<file path="src/rtl/replay_spike_timer.sv">
// Replay spike timer: latches the first-spike step of each line per phase; result valid the cycle after the last beat.
// Input is stalled (in_ready=0) while a result waits in HOLD; HOLD stays until out_ready; gamma_start always restarts at phase 0.
module replay_spike_timer #(
   parameter int P          = 64,
   parameter int WINDOW     = 8,
   parameter int NUM_PHASES = 2,
   parameter int TW         = $clog2(WINDOW) + 1,
   parameter int PW         = (NUM_PHASES > 1) ? $clog2(NUM_PHASES) : 1
) (
   input  logic            clk,
   input  logic            grst,
   input  logic            gamma_start,
   input  logic [P-1:0]    spikes_in,
   input  logic            valid_in,
   output logic            in_ready,
   output logic [P*TW-1:0] spike_time,
   output logic [PW-1:0]   phase_id,
   output logic            times_valid,
   input  logic            out_ready,
   output logic            overrun
);

   localparam int SW = $clog2(WINDOW) + 1;
   localparam logic [TW-1:0] NO_SPIKE  = TW'(WINDOW);
   localparam logic [SW-1:0] LAST_STEP = SW'(WINDOW - 1);
   localparam logic [PW-1:0] LAST_PH   = PW'(NUM_PHASES - 1);

   typedef enum logic [1:0] {
      IDLE    = 2'd0,
      CAPTURE = 2'd1,
      HOLD    = 2'd2
   } state_t;

   state_t        state, state_nxt;
   logic [SW-1:0] step;
   logic [P-1:0]  fired;
   logic          restart;
   logic          next_phase;
   logic          go_idle;
   logic          accept;

   always_ff @(posedge clk or posedge grst) begin
      if (grst) state <= IDLE;
      else      state <= state_nxt;
   end

   // gamma_start takes priority over any beat or transfer in the same cycle.
   always_comb begin
      state_nxt  = state;
      restart    = 1'b0;
      next_phase = 1'b0;
      go_idle    = 1'b0;
      accept     = 1'b0;
      case (state)
         IDLE: begin
            if (gamma_start) begin
               restart   = 1'b1;
               state_nxt = CAPTURE;
            end
         end
         CAPTURE: begin
            if (gamma_start) begin
               restart   = 1'b1;
               state_nxt = CAPTURE;
            end else if (valid_in) begin
               accept = 1'b1;
               if (step == LAST_STEP) state_nxt = HOLD;
            end
         end
         HOLD: begin
            if (gamma_start) begin
               restart   = 1'b1;
               state_nxt = CAPTURE;
            end else if (out_ready) begin
               if (phase_id == LAST_PH) begin
                  go_idle   = 1'b1;
                  state_nxt = IDLE;
               end else begin
                  next_phase = 1'b1;
                  state_nxt  = CAPTURE;
               end
            end
         end
         default: state_nxt = IDLE;
      endcase
   end

   always_ff @(posedge clk or posedge grst) begin
      if (grst) begin
         step       <= '0;
         phase_id   <= '0;
         fired      <= '0;
         spike_time <= {P{NO_SPIKE}};
      end else if (restart || next_phase) begin
         step       <= '0;
         phase_id   <= restart ? '0 : PW'(phase_id + 1'b1);
         fired      <= '0;
         spike_time <= {P{NO_SPIKE}};
      end else if (go_idle) begin
         phase_id <= '0;
      end else if (accept) begin
         step <= SW'(step + 1'b1);
         for (int i = 0; i < P; i++) begin
            if (spikes_in[i] && !fired[i]) begin
               spike_time[i*TW +: TW] <= TW'(step);
               fired[i]               <= 1'b1;
            end
         end
      end
   end

   always_ff @(posedge clk or posedge grst) begin
      if (grst)                              overrun <= 1'b0;
      else if (gamma_start && state != IDLE) overrun <= 1'b1;
   end

   assign in_ready    = (state == CAPTURE);
   assign times_valid = (state == HOLD);

endmodule

</file>
<file path="config.mk">
export PLATFORM = sky130hd
export DESIGN_NAME = replay_spike_timer
export DESIGN_NICKNAME = d
export VERILOG_FILES = /design/src/rtl/replay_spike_timer.sv
export SDC_FILE = /design/constraint.sdc
export NUM_CORES = 1
export LEC_CHECK = 0
export BUFFER_PORTS_ARGS = -buffer_cell sky130_fd_sc_hd__buf_2
export CAP_MARGIN = 5
export CORE_MARGIN = 2
export CORE_UTILIZATION = 50
export CTS_CLUSTER_SIZE = 28
export DETAILED_ROUTE_END_ITERATION = 10
export PLACE_DENSITY = 0.72
export SYNTH_ARGS = -nofsm -noshare
export SYNTH_HDL_FRONTEND = slang
export SYNTH_SLANG_ARGS = --single-unit
</file>
<file path="constraint.sdc">
create_clock -name clk -period 12.7 [get_ports clk]
set_input_delay 1.27 -clock clk [delete_from_list [all_inputs] [get_ports clk]]
set_output_delay 1.27 -clock clk [all_outputs]
set_load 0.005 [all_outputs]
</file>
==> flow_summary.ini <==
[outcome]
status = completed

[pwr]
pwr-share-comb_pct = 7.7
p_per_area_nw_per_um2 = 133
clockPowerShare_pct = 44.6
netSwitchingFraction_pct = 23.9
power.leakage_nw = 7.66
p_seq_share_pct = 47.7
ir_drop_uv = 90.1
switchingPower_mw = 0.547
p_int_mw = 1.74

[clocking]
path_clk_slew_ps = 60
cts_tree = built
cts_buffer_depth = 3
cts.htree.levels = 2
clock-sinks = 328
numCtsBuffers = 35
post_cts_buffers = 0
cts_root_buffer = clkbuf_16
cts_hold_buf = 0
clk_latency_ps = 510
cts_resized = 0

[setup_path]
worstPathMaxFanout = 77
worstPathArrival_ps = 3960
r2r_slack_ps = 9560
worst_ep_required_time_ps = 13110
worst_r2r_endpoint = spike_time[36]$_DFFE_PP0P_
reg2reg_from = state[1]$_DFFE_PP0P_
cp-start-kind = input pin
reg2reg_depth = 5
endpoint_kind = flip-flop
worstSetupPathType = in -> reg

[sta]
tns_ps = 0
slew_viol_final = 0
fin_skew_ps = 10.5
fmax_mhz = 282
hold_viol = 0
finalCritPeriodShare_pct = 27.9
relSlewSlack_pct = 21.1
rsz0062_at_grt = no
final-setup-viol-count = 0
min_period_ps = 3540
worstMarginPinSlew_ps = 1180

[synthesis]
synth-edff-count = 0
syn_nets = 1523
ys.flop_type = dfrtp_1
synth-seq-cells = 328
avgSynthCellArea_um2 = 9.78
synth_area_um2 = 14200
synth_area_leaders = dfrtp_1 (46%), dfstp_2 (12%), a21oi_1 (9.2%)
synthArstFlopShare_pct = 100
ys_types = 32
yosysTopAreaCell = dfrtp_1
synthCells = 1453
yosysWarningCount = 0
synthDominantCellAreaShare_pct = 46.5
seq_area_frac_synth_pct = 58.3

[global_routing]
grt_pass1_wl_um = 64600
grt_pass1_vias = 11701
grt_usage_pct = 26.7
grt_max_degree = 138
overflow = 0
antenna_found_initial = 5

[worst_hold_path]
min_delay_path_depth = 1
hold_path_class = reg -> reg
min_to = overrun$_DFFE_PP0P_
min_from = overrun$_DFFE_PP0P_

[floorplanning]
ios = 329
rows = 61
die-area_um2 = 29800
fp.coreArea_um2 = 27900
die_w_um = 173
die_h_um = 173
initial_utilization_pct = 51.0

[finish]
final_common_cell = buf_2
layout_common_cells = buf_2 (328), dfrtp_1 (261), o21ai_0 (260), a21oi_1 (260), nand3_1 (187)
finalNonFillerCells = 2114
area_delta_synth_final_pct = 20.4
drive_above_1_share_pct = 27.0
seq_area_um2 = 8290
multiInputGateArea_um2 = 5390
n_fill_cell = 2386
final_core_util_pct = 61.4
nets = 1774

[routing]
drcViolationCount = 0
via_per_inst = 5.87
postRouteAntennaNets = 0
via_count = 12410
drt_iter0_markers = 1028
wl_um = 40600
drt-pass1-iter-count = 5
wire_per_inst_um = 19.2

[placement]
portBuffers = 328
gp_congestion = 0.787
post-place-cells = 2045
dp_hpwl_um = 24800

[run]
cap_violations = 0
## routing by layer
metal	track usage, %	share of wire (%)
met1	35.6	41
met5	0	0.032
met4	9.19	3.1
met2	42.0	46
met3	7.61	9.7
## critical path, stage by stage
cell,delay (ps)
buf_2,180
nor4bb_4,680
buf_4,720
buf_4,720
nand3_1,160
a21oi_1,190
## power groups by stage
stage | Combinational [mW] | Sequential (mW) | Clock [mW]
6_report | 0.177 | 1.09 | 1.02
5_1_grt | 0.199 | 1.09 | 1.08
4_1_cts | 0.178 | 1.09 | 1.04
3_3_place_gp | 0.175 | 1.11 | 0
3_5_place_dp | 0.177 | 1.11 | 0
2_1_floorplan | 0.116 | 1.10 | 0
## area by class of cell
| type | count | area share [%] |
|---|---|---|
| repair buffers | 343 | 10.3 |
| well taps | 378 | 2.76 |
| inverters | 6 | 0.175 |
| clock inverters | 4 | 0.285 |
| multi-input cells | 990 | 31.5 |
| flip-flops and latches | 328 | 48.5 |
| diodes | 6 | 0.0877 |
| clock buffers | 59 | 6.48 |
## worst max path at each step
stage	endpoint	slack, ps	start
2_1_floorplan	fired[0]$_DFFE_PP0P_	2450	grst
6_report	spike_time[36]$_DFFE_PP0P_	9160	gamma_start
5_1_grt	step[0]$_DFFE_PP0P_	8880	grst
3_5_place_dp	spike_time[110]$_DFFE_PP0P_	8660	gamma_start
4_1_cts	spike_time[110]$_DFFE_PP0P_	9210	gamma_start
3_3_place_gp	step[0]$_DFFE_PP0P_	8680	grst
## registers in the layout (all words and copies together), names as in the netlist
register and count:
state 2, overrun 1, phase_id 1, fired 64
spike_time 256, step 4
## synthesized netlist by cell type, types with 2 or more instances
| master | instances |
|---|---|
| dfstp_2 | 64 |
| nor2_1 | 66 |
| clkbuf_1 | 72 |
| buf_1 | 8 |
| o21ai_0 | 260 |
| clkbuf_2 | 3 |
| dfrtp_1 | 264 |
| nand4b_1 | 6 |
| o311ai_0 | 21 |
| or3_1 | 2 |
| nand3_1 | 187 |
| buf_2 | 42 |
| a21oi_1 | 260 |
| nand2_1 | 4 |
| nor2b_1 | 64 |
| nand2b_1 | 65 |
| inv_1 | 6 |
| buf_6 | 3 |
| o311ai_1 | 43 |
## cell families after synthesis
family | synth area share [%]
buffers and inverters | 4.14
flip-flops | 58.3
AO/OA/AOI/OAI | 22.5
XOR/XNOR | 0.0616
AND/OR/NAND/NOR | 15.0
adder cells (fa/ha/maj) | 0.0880
## through the flow
stage	power (mW)	hold WS, ps	cell area [µm²]	setup slack, ps
5_1_grt	2.37	512	17100	8880
3_5_place_dp	1.28	464	15900	8660
6_report	2.28	479	17100	9160
2_1_floorplan	1.22	459	14200	2450
3_3_place_gp	1.28	450	15900	8680
4_1_cts	2.30	479	17100	9210
No activity file was read; power rests on OpenSTA's default activity.
